===== config.mk =====
export PLATFORM = sky130hd
export DESIGN_NAME = panel_programmer
export DESIGN_NICKNAME = d
export VERILOG_FILES = /design/src/rtl/panel_programmer.sv
export SDC_FILE = /design/constraint.sdc
export NUM_CORES = 1
export LEC_CHECK = 0
export ABC_AREA = 1
export CAP_MARGIN = 5
export CORE_UTILIZATION = 53
export CTS_CLUSTER_SIZE = 40
export DETAILED_ROUTE_END_ITERATION = 12
export PLACE_DENSITY = 0.83
export SYNTH_ARGS = -nofsm -noshare
export SYNTH_HDL_FRONTEND = slang
export SYNTH_SLANG_ARGS = --single-unit

===== constraint.sdc =====
create_clock -name clk -period 2.55 [get_ports clk]
set_input_delay 0.3825 -clock clk [delete_from_list [all_inputs] [get_ports clk]]
set_output_delay 0.3825 -clock clk [all_outputs]
set_load 0.02 [all_outputs]

===== src/rtl/panel_programmer.sv =====
// rtl/panel_programmer.sv - front-panel RAM programmer with synchronised, debounced controls
//
// pp_debounce: 2-flop synchroniser followed by a stable-count debouncer.
//   clk, rst      : system clock, synchronous active-high reset
//   din           : raw asynchronous input
//   level_q       : registered debounced level
//   level_d       : next debounced level (value level_q takes at the coming edge)
//
// panel_programmer: halts the CPU and lets an operator load an address and
// write switch data into RAM through push buttons.
//   clk, rst                 : system clock, synchronous active-high reset
//   prog_mode                : raw switch, 1 requests program mode
//   load_addr_btn, write_btn : raw push buttons
//   auto_inc                 : post-increment address after each write
//   addr_sw, data_sw         : address / data switches
//   ram_addr, ram_wdata      : registered RAM address and write data
//   ram_we                   : single-cycle write strobe
//   cpu_hold                 : 1 while the panel owns the RAM
//   wrap_flag                : sticky, auto-increment wrapped to zero

module pp_debounce #(
    parameter int CYCLES = 16
) (
    input  logic clk,
    input  logic rst,
    input  logic din,
    output logic level_q,
    output logic level_d
);
    localparam int CW = $clog2(CYCLES);

    logic          sync1_q, sync2_q;
    logic [CW-1:0] cnt_q, cnt_d;

    always_comb begin
        cnt_d   = '0;
        level_d = level_q;
        if (sync2_q != level_q) begin
            // Flip on the CYCLES-th consecutive differing sample.
            if (cnt_q == CW'(CYCLES - 1)) begin
                level_d = sync2_q;
            end else begin
                cnt_d = cnt_q + 1'b1;
            end
        end
    end

    always_ff @(posedge clk) begin
        if (rst) begin
            sync1_q <= 1'b0;
            sync2_q <= 1'b0;
            cnt_q   <= '0;
            level_q <= 1'b0;
        end else begin
            sync1_q <= din;
            sync2_q <= sync1_q;
            cnt_q   <= cnt_d;
            level_q <= level_d;
        end
    end
endmodule

module panel_programmer #(
    parameter int ADDR_WIDTH      = 4,
    parameter int DATA_WIDTH      = 8,
    parameter int DEBOUNCE_CYCLES = 16
) (
    input  logic                  clk,
    input  logic                  rst,
    input  logic                  prog_mode,
    input  logic                  load_addr_btn,
    input  logic                  write_btn,
    input  logic                  auto_inc,
    input  logic [ADDR_WIDTH-1:0] addr_sw,
    input  logic [DATA_WIDTH-1:0] data_sw,
    output logic [ADDR_WIDTH-1:0] ram_addr,
    output logic [DATA_WIDTH-1:0] ram_wdata,
    output logic                  ram_we,
    output logic                  cpu_hold,
    output logic                  wrap_flag
);
    typedef enum logic [1:0] {
        ST_RUN   = 2'd0,
        ST_HOLD  = 2'd1,
        ST_READY = 2'd2,
        ST_WRITE = 2'd3
    } state_t;

    state_t                state_q, state_d;
    logic [ADDR_WIDTH-1:0] addr_q, addr_d;
    logic [DATA_WIDTH-1:0] wdata_q, wdata_d;
    logic                  wrap_q, wrap_d;

    logic prog_lvl_q, prog_lvl_d;
    logic load_lvl_q, load_lvl_d;
    logic wr_lvl_q, wr_lvl_d;
    logic load_ev, write_ev;

    pp_debounce #(.CYCLES(DEBOUNCE_CYCLES)) u_db_prog (
        .clk(clk), .rst(rst), .din(prog_mode),
        .level_q(prog_lvl_q), .level_d(prog_lvl_d)
    );
    pp_debounce #(.CYCLES(DEBOUNCE_CYCLES)) u_db_load (
        .clk(clk), .rst(rst), .din(load_addr_btn),
        .level_q(load_lvl_q), .level_d(load_lvl_d)
    );
    pp_debounce #(.CYCLES(DEBOUNCE_CYCLES)) u_db_write (
        .clk(clk), .rst(rst), .din(write_btn),
        .level_q(wr_lvl_q), .level_d(wr_lvl_d)
    );

    // The FSM acts on the debounced value being committed at this edge, so a
    // state change lands on the same edge the debounced level changes.
    assign load_ev  = load_lvl_d & ~load_lvl_q;
    assign write_ev = wr_lvl_d & ~wr_lvl_q;

    always_comb begin
        state_d = state_q;
        addr_d  = addr_q;
        wdata_d = wdata_q;
        wrap_d  = wrap_q;
        case (state_q)
            ST_RUN: begin
                if (prog_lvl_d) begin
                    state_d = ST_HOLD;
                    wrap_d  = 1'b0;
                end
            end
            ST_HOLD: begin
                state_d = ST_READY;
            end
            ST_READY: begin
                // Leaving program mode wins; any same-cycle event is dropped.
                if (!prog_lvl_d) begin
                    state_d = ST_RUN;
                end else if (write_ev) begin
                    if (load_ev) begin
                        addr_d = addr_sw;
                    end
                    wdata_d = data_sw;
                    state_d = ST_WRITE;
                end else if (load_ev) begin
                    addr_d = addr_sw;
                end
            end
            ST_WRITE: begin
                state_d = ST_READY;
                if (auto_inc) begin
                    addr_d = addr_q + 1'b1;
                    if (&addr_q) begin
                        wrap_d = 1'b1;
                    end
                end
            end
            default: state_d = ST_RUN;
        endcase
    end

    always_ff @(posedge clk) begin
        if (rst) begin
            state_q <= ST_RUN;
            addr_q  <= '0;
            wdata_q <= '0;
            wrap_q  <= 1'b0;
        end else begin
            state_q <= state_d;
            addr_q  <= addr_d;
            wdata_q <= wdata_d;
            wrap_q  <= wrap_d;
        end
    end

    assign ram_addr  = addr_q;
    assign ram_wdata = wdata_q;
    assign wrap_flag = wrap_q;
    assign ram_we    = (state_q == ST_WRITE);
    assign cpu_hold  = (state_q != ST_RUN);
endmodule


==> flow_metrics.py <==
metrics = {
    "status": {
        "status": "finished clean",
    },
    "global_routing": {
        "grt_start_max_net_pins": 17,
        "grt_use_total": 0.236,
        "grt-ovfl-total": 0,
        "grt_pass1_vias": 1234,
        "antenna_found_initial": 0,
        "grt_pass1_wl_um": 4850,
    },
    "synth": {
        "synth_area_sq_um": 1500,
        "yosysWarnings": 0,
        "synth_seq_cells": 36,
        "avgSynthCellArea_sq_um": 7.68,
        "postSynthCellCount": 195,
        "synth_nets": 217,
        "synth-edff-count": 0,
        "yosysSeqAreaShare": 0.481,
        "async_reset_ff_frac": 0,
        "synth.distinct_cells": 24,
        "synth-main-ff-cell": "dfxtp_1",
    },
    "clocking": {
        "cts_max_level": 2,
        "cts.repair.resized": 0,
        "clock-sinks": 36,
        "cts_tree": "done",
        "clk_pin_slew_worst_paths_ps": 110,
        "root_buffer": "clkbuf_4",
        "clock_path_buffers": 2,
        "clk_latency_ps": 350,
        "numCtsBuffers": 5,
        "postCtsSetupRepairBufs": 0,
        "holdBufCountCts": 0,
    },
    "sta": {
        "worst_slack_ps": 453,
        "report.final.hold_viol_count": 0,
        "min_period_ps": 2100,
        "fmax_ghz": 0.477,
        "rsz0062_at_grt": "no",
        "setup_viol": 0,
        "tns_ps": 0,
        "relSlewSlack": 0.688,
        "worstMarginPinSlew_ps": 468,
        "finClkSkew_ps": 12.0,
        "drv_slew": 0,
        "min_period_over_period": 0.822,
    },
    "routing": {
        "vias_per_cell": 5.04,
        "drc": 0,
        "vias": 1326,
        "wl_per_cell_um": 11.5,
        "drtIter0Drc": 17,
        "drt_pass1_iterations": 4,
        "drt_wl_total_um": 3040,
        "ant_nets": 0,
    },
    "floorplanning": {
        "dieArea_sq_um": 3040,
        "die_x_um": 55.2,
        "start_util": 0.583,
        "core_area_sq_um": 2570,
        "pin_count": 33,
        "rows": 18,
        "dieHeight_um": 55.2,
    },
    "pwr": {
        "ir_drop_uv": 443,
        "power_density_nw_per_um2": 492,
        "comb_power_share": 0.051,
        "seqPwrFrac": 0.607,
        "sw_frac_of_total": 0.222,
        "p_leak_nw": 0.832,
        "power_frac_clock": 0.342,
        "p_int_w": 0.000732,
        "p_sw_w": 0.000208,
    },
    "setup_path": {
        "crit_chain": "nor2_1 > inv_1 > clkdlybuf4s50_1",
        "ff2ff_setup_slack_ps": 1090,
        "startpoint_type": "register",
        "cp_slowest_cell": "clkdlybuf4s50_1",
        "required_ps": 2170,
        "arrival_ps": 1710,
        "path_max_fanout": 5,
        "slowest_delay_ps": 620,
        "path_class": "reg -> out",
        "cp-end-kind": "primary output",
    },
    "cells_and_area": {
        "final_cells": 263,
        "area_growth_pct": 27.6,
        "num-nets-final": 254,
        "drive_above_1_share": 0.0773,
        "n_antenna_cell": 0,
    },
    "place": {
        "portBuffers": 32,
        "gp_congestion": 0.806,
        "hpwl_um": 2270,
        "dp_cells": 255,
        "dp_slack_ps": 649,
    },
    "min_path": {
        "hold_path_class": "reg -> reg",
    },
    "run": {
        "drv_cap": 0,
    },
}
sequential cells by signal, indices dropped and copies added, names as in the netlist, 2 cells and up:
register	count
ram_wdata	8
ram_addr	4
u_db_load.cnt_q	4
u_db_prog.cnt_q	4
u_db_write.cnt_q	4
state_q	2
worst max-delay path, delay by kind of cell (launching register included):
family / cells / cell delay, ps
flip-flops: 1 / 510
AND/OR/NAND/NOR: 1 / 110
buffers and inverters: 2 / 740
kinds of logic (layout without fill, tap and decap cells):
logic type / after synthesis / count (layout) / synth area share
simple gates: 100 / 100 / 0.298
compound gates: 20 / 20 / 0.0744
buf+inv: 29 / 67 / 0.0777
fa+ha+maj: 4 / 4 / 0.0334
xor+xnor: 6 / 6 / 0.0351
flops: 36 / 36 / 0.481
power by group through the flow:
stage                     Clock, W  Sequential (W)  Combinational (W)
after floorplan                  0        0.000583          0.0000187
after global placement           0        0.000584          0.0000466
after detailed placement         0        0.000584          0.0000481
after CTS                 0.000331        0.000571          0.0000482
after global routing      0.000351        0.000572          0.0000539
final                     0.000322        0.000571          0.0000480
synthesized netlist by cell type, types with 2 or more instances:
library cell / n / area share
o21ai_0: 10 / 0.033
inv_1: 24 / 0.060
clkbuf_1: 2 / 0.0050
dfxtp_1: 36 / 0.48
nand3_1: 13 / 0.043
xor2_1: 5 / 0.029
nand4_1: 2 / 0.0084
nor2_1: 46 / 0.12
a21oi_1: 7 / 0.023
o21ai_2: 2 / 0.012
nand2_1: 31 / 0.078
ha_1: 4 / 0.033
nand2_4: 2 / 0.015
cell type report:
| type | count | area, sq um |
|---|---|---|
| fill | 214 | 657 |
| timing repair buffer | 32 | 320 |
| tap | 30 | 37.5 |
| clock buffer | 7 | 55.1 |
| multi-input combinational | 130 | 661 |
| inverter | 27 | 109 |
| clock inverter | 1 | 7.51 |
| sequential | 36 | 721 |
stage by stage:
step | utilization | hold WS (ps) | power [W] | instance area (sq um)
after floorplan | - | 388 | 0.000602 | 1500
after global placement | 0.720 | 393 | 0.000630 | 1850
after detailed placement | 0.720 | 395 | 0.000632 | 1850
after CTS | 0.744 | 408 | 0.000950 | 1910
after global routing | 0.744 | 435 | 0.000977 | 1910
final | 0.744 | 410 | 0.000941 | 1910
routing by layer:
layer  routed length [um]  share of wire  global-route usage  vias to the layer above
li1                     -              -                   -                      687
met1                 1290           0.43               0.235                      589
met2                 1470           0.48               0.418                       38
met3                  152          0.050              0.0738                       12
met4                  121          0.040               0.154                        0
met5                    0              0                   0                        -
final timing paths:
path | start | endpoint | cells after the start
setup / recovery | state_q[0] | cpu_hold | 3
hold / removal | u_db_load.sync1_q | u_db_load.sync2_q | 2
setup reg to reg | u_db_write.cnt_q[0] | ram_wdata[6] | 6
hold reg to reg | u_db_load.sync1_q | u_db_load.sync2_q | 2
placed cells by master, fill, tap and decap left out, drive strengths merged, types with 2 or more instances in the layout:
cell,netlist,routed
a21oi,7,7
nor2,47,47
o21ai,12,12
nand3,15,15
nand2,34,34
inv,26,26
xor2,5,5
ha,4,4
dfxtp,36,36
clkdlybuf4s50,0,32
clkbuf,2,7
nand4,2,2
Note: power is estimated with default switching activity, not from simulation.
==> patch 1: new RTL, same settings <==
Change the parameter `DATA_WIDTH` from 8 to 12.
--- a/src/rtl/panel_programmer.sv
+++ b/src/rtl/panel_programmer.sv
@@ -62,7 +62,7 @@
 
 module panel_programmer #(
     parameter int ADDR_WIDTH      = 4,
-    parameter int DATA_WIDTH      = 8,
+    parameter int DATA_WIDTH      = 12,
     parameter int DEBOUNCE_CYCLES = 16
 ) (
     input  logic                  clk,
Interface: changed (resized data_sw and ram_wdata); port bits go from 33 to 41. No check against the original RTL was run, so the function may have changed too.
==> patch 1 against the original RTL <==
  * Sequential cell count up 4
  * Routed wire length down 4.5%
  * Power up 8.2%
  * Sequential share of layout area down 1.2 points
  * Largest power group unchanged
  * Setup slack better by 0.012 ns
  * Sequential power up 11%
  * Final area up 15%
  * Synthesized area up 13%
  * Worst hold slack worse by 0.00096 ns
  * Register-to-register slack worse by 0.24 ns
  * Largest cell class unchanged
  * Critical path type unchanged
==> patch 1: results (changes against the original RTL) <==
- Status: complete, no violations (unchanged)
- Syn_area_per_cell: 7.17 um^2 (was 7.68 um^2)
* Total global-route track usage: 19.4% (was 23.6%)
* Leading post-synthesis cells by instance count: nor2_1 (55), nand2_1 (53), dfxtp_1 (40), inv_1 (38), nand3_1 (12) (was nor2_1 (46), dfxtp_1 (36), nand2_1 (31), inv_1 (24), nand3_1 (13))
- The slew at the pin with the worst max-slew slack was 0.493 ns (was 0.468 ns).
* Sequential element share of the synthesized area: 47.3% (was 48.1%)
- Leakage: 0.971 nW (was 0.832 nW)
- The layout filler cell count is 255 (was 214).
- Synth async-reset ratio: 0% (unchanged)
- Internal power: 0.806 mW (was 0.732 mW)
* Placer Congestion: 0.850 (was 0.806)
- Initial DRC Count: 61 (was 17)
* Library cell used as clock root buffer: clkbuf_4 (unchanged)
- The area fraction in compound gates after synthesis came to 4.43% (was 7.44%).
* Top area cells in the synthesized netlist: dfxtp_1 (47%), nor2_1 (12%), nand2_1 (12%), inv_1 (8.4%), nand3_1 (3.5%) (was dfxtp_1 (48%), nor2_1 (12%), nand2_1 (7.8%), inv_1 (6.0%), nand3_1 (4.3%))
- The number of flip-flops under the largest register name was 12 (was 8).
* Final net count: 307 (was 254)
- The count of distinct cell types in the synthesized netlist is 23 (was 24).
- Arithmetic-cell share of the synthesized area counting full adders, half adders and majority gates: 2.96% (was 3.34%)
* Largest net degree at the start of global routing: 25 (was 17)
- The maximum ir drop on the vdd rail came to 412 uV (was 443 uV).
- The count of input and output buffers is 40 (was 32).
* Fraction of final layout cells sized beyond drive strength 1: 4.61% (was 7.73%)
- Yosys warning count: 0 (unchanged)
- Worst-case clock buffer depth: 2 (unchanged)
- The mean routed wirelength per cell is 8.89 um (was 11.5 um).
- The estimated wirelength of the detail-placed design was 2.22 mm (was 2.27 mm).
- DR vias: 1,437 (was 1,326)
- Via count of the first global-routing pass: 1,265 (was 1,234)
- The total instance count after detailed placement was 318 (was 255).
* Net count of the mapped netlist: 262 (was 217)
- Non-filler cells, final: 326 (was 263)
- The clock-pin slew of the registers on the worst-case setup and hold paths is 0.11 ns (about the same).
- Commonest register cell after synthesis: dfxtp_1 (unchanged)
- Number of detailed-routing iterations run before antenna repair: 6 (was 4)
- Clock tree skew after final layout: 0.00918 ns (was 0.0120 ns)
* Global-route wire length before repair: 5.08 mm (was 4.85 mm)
* Xor and xnor fraction of the mapped netlist area: 3.10% (was 3.51%)
* Worst hold-check path type: reg -> reg (unchanged)
- Clock insertion delay at the later pin of the skew report: 0.32 ns (was 0.35 ns)
- The top fanout value on the critical path is 8 (was 5).
## patch 1: layout make-up
type	instances	share of cell area, %
clock buffers	8	2.68
flip-flops and latches	40	36.5
inverters	39	6.68
repair buffers	42	18.9
well taps	44	2.51
multi-input cells	153	32.6
## patch 1: per-layer routing
layer  up-vias  share of wire, %  track usage, %
li1        799                 -               -
met1       609                45            22.2
met2        27                50            34.0
met3         2               3.3            5.27
met4         0               1.1            8.16
met5         -                 0               0
## patch 1: kinds of logic after synthesis
| family | after synthesis |
|---|---|
| xor gates and xnor gates | 6 |
| AOI/OAI and AO/OA | 14 |
| DFF | 40 |
| buffers and inverters | 43 |
| adders and majority gates | 4 |
| and+or+nand+nor | 129 |
## patch 1: stage by stage
step	hold slack [ns]	worst slack, ns	power [mW]	instance area [um^2]
3_5_place_dp	0.396	0.803	0.711	2130
3_3_place_gp	0.390	0.854	0.711	2130
6_report	0.409	0.465	1.02	2190
4_1_cts	0.413	0.444	1.03	2190
2_1_floorplan	0.388	1.14	0.672	1690
5_1_grt	0.436	0.332	1.07	2190
## patch 1: worst paths after layout
kind / start / to / slack (ns) / depth (start not counted)
hold reg to reg: u_db_load.sync1_q / u_db_load.sync2_q / 0.41 / 2
setup / recovery: state_q[0] / ram_we / 0.46 / 3
hold / removal: u_db_load.sync1_q / u_db_load.sync2_q / 0.41 / 2
setup reg to reg: u_db_prog.cnt_q[0] / ram_wdata[4] / 0.85 / 9
## patch 1: worst max-delay path, cell delays in order (launching register included)
cell and delay (ns):
dfxtp_1 0.42, nand2_1 0.18, inv_1 0.17, clkdlybuf4s50_1 0.62
## patch 1: power by group through the flow
stage / logic (mW) / clock network, mW / registers [mW]
final: 0.0638 / 0.321 / 0.633
after global routing: 0.0726 / 0.361 / 0.634
after detailed placement: 0.0637 / 0 / 0.648
after CTS: 0.0644 / 0.333 / 0.633
after global placement: 0.0633 / 0 / 0.647
after floorplan: 0.0250 / 0 / 0.647
==> patch 2: new RTL, same settings <==
Without the edit above. Take the reset off `addr_q` and `wdata_q` and load them in a clocked block of their own.
--- a/src/rtl/panel_programmer.sv
+++ b/src/rtl/panel_programmer.sv
@@ -159,15 +159,16 @@
     always_ff @(posedge clk) begin
         if (rst) begin
             state_q <= ST_RUN;
-            addr_q  <= '0;
-            wdata_q <= '0;
             wrap_q  <= 1'b0;
         end else begin
             state_q <= state_d;
-            addr_q  <= addr_d;
-            wdata_q <= wdata_d;
             wrap_q  <= wrap_d;
         end
+    end
+
+    always_ff @(posedge clk) begin
+        addr_q  <= addr_d;
+        wdata_q <= wdata_d;
     end
 
     assign ram_addr  = addr_q;
Function: no difference found for any inputs over 10 cycles, from zero or initial values and one cycle with rst high; that may be too few to reach the edited logic, so the function may still have changed.
==> patch 2 against the original RTL <==
  * Sequential cell count unchanged
  * Sequential power increased by 5.1%
  * First-iteration DRC count unchanged
  * Power increased by 0.47%
  * Setup slack improved by 0.070 ns
  * Maximum frequency increased by 3.5%
  * Synthesized area decreased by 9.4%
  * Combinational power decreased by 14%
  * Final area decreased by 7.1%
  * Die area decreased by 9.1%
  * Routed wire length decreased by 22%
==> patch 2: results (changes against the original RTL) <==
- Status: complete, no violations (unchanged)
- Placer Congestion: 0.764 (was 0.806)
- Clock insertion delay at the later pin of the skew report: 0.33 ns (was 0.35 ns)
- The placeable core region was 2320 um^2 (was 2570 um^2).
- Hold Path Sink: u_db_prog.sync2_q (was u_db_load.sync2_q)
* Pre-CTS setup slack: 0.788 ns (was 0.649 ns)
- Final routed wire length divided by cell count: 11.5 um (about the same)
* Non-filler cells, final: 207 (was 263)
- The leakage power of the design was 0.719 nW (was 0.832 nW).
* Sequential element share of the synthesized area: 62.0% (was 48.1%)
- Top area cells in the synthesized netlist: dfxtp_1 (35%), edfxtp_1 (27%), nor2_1 (6.1%), nand2_1 (5.8%), nand3_1 (5.2%) (was dfxtp_1 (48%), nor2_1 (12%), nand2_1 (7.8%), inv_1 (6.0%), nand3_1 (4.3%))
- The number of global-route vias before repair is 970 (was 1,234).
* Commonest register cell after synthesis: dfxtp_1 (unchanged)
- Synth async-reset ratio: 0% (unchanged)
* EDFF count, synth: 12 (was 0)
- The normalized max-slew margin was 70.5% (was 68.8%).
- The pin count of the biggest net entering global routing came to 13 (was 17).
- Detailed Place HPWL: 1.78 mm (was 2.27 mm)
- The origin of the worst setup path was state_q[1] (was state_q[0]).
* Avg Vias per Cell: 4.95 (was 5.04)
- Clock tree skew after final layout: 0.00515 ns (was 0.0120 ns)
* Syn_area_per_cell: 9.76 um^2 (was 7.68 um^2)
* Largest vdd supply drop: 559 uV (was 443 uV)
* Fin crit period: 2.03 ns (was 2.10 ns)
* Worst-path fanout max: 8 (was 5)
* Worst hold-check slack: 0.408 ns (was 0.410 ns)
- Fraction of final layout cells sized beyond drive strength 1: 5.59% (was 7.73%)
- The number of nets in the synthesized netlist came to 161 (was 217).
* Reg2reg setup slack: 0.87 ns (was 1.09 ns)
* Endpoint of the lowest-slack register-to-register path: ram_addr[1] (was ram_wdata[6])
- The critical path data arrival time is 1.64 ns (was 1.71 ns).
- Hold wc startpoint: u_db_prog.sync1_q (was u_db_load.sync1_q)
[patch 2: changes by cell type in the layout (fill, tap and decap cells not counted), sizes merged, moves of 2 or more]
cell	unedited run	this run
edfxtp	0	12
nor2	47	22
inv	26	15
o21ai	12	4
dfxtp	36	24
xor2	5	7
nand2	34	22
[patch 2: layout make-up]
| class | count | area [um^2] |
|---|---|---|
| tap | 28 | 35.0 |
| fill | 163 | 544 |
| sequential | 36 | 841 |
| inverter | 15 | 56.3 |
| multi-input combinational | 87 | 455 |
| timing repair buffer | 33 | 328 |
| clock buffer | 8 | 58.8 |
[patch 2: worst register-to-register path, delay by kind of cell, from the launching register on]
kind	cells	cell delay, ns
AND/OR/NAND/NOR	4	0.40
AO/OA/AOI/OAI	1	0.36
flip-flops	1	0.34
adder cells (fa/ha/maj)	1	0.24
[patch 2: kinds of logic after synthesis]
logic type	synth area share [%]
adder cells (fa/ha/maj)	3.69
XOR/XNOR	5.17
AND/OR/NAND/NOR	20.1
AO/OA/AOI/OAI	4.61
flip-flops	62.0
buffers and inverters	4.43
[patch 2: worst max-delay path by stage]
stage | endpoint | slack, ns | depth (start not counted)
6_report | ram_we | 0.52 | 3
5_1_grt | ram_we | 0.40 | 3
4_1_cts | ram_we | 0.51 | 3
3_5_place_dp | ram_addr[1] | 0.79 | 4
3_3_place_gp | ram_addr[1] | 0.83 | 4
2_1_floorplan | ram_wdata[0] | 0.46 | 6
[patch 2: through the flow]
step	area (um^2)	utilization [%]
floorplan	1360	-
global placement	1720	74.0
detailed placement	1720	74.0
CTS	1770	76.5
global route	1770	76.5
finish	1770	76.5
[patch 2: power breakdown]
part / internal (mW) / switching, mW
Sequential: 0.597 / 0.00293
Clock: 0.136 / 0.168
Combinational: 0.0276 / 0.0137
Total: 0.761 / 0.185
[patch 2: per-layer routing]
metal / global-route usage [%] / vias to the layer above / wire length, um
met2: 33.3 / 34 / 1130
met4: 13.2 / 0 / 40
li1: - / 532 / -
met3: 6.96 / 5 / 159
met5: 0 / - / 0
met1: 23.0 / 454 / 1050
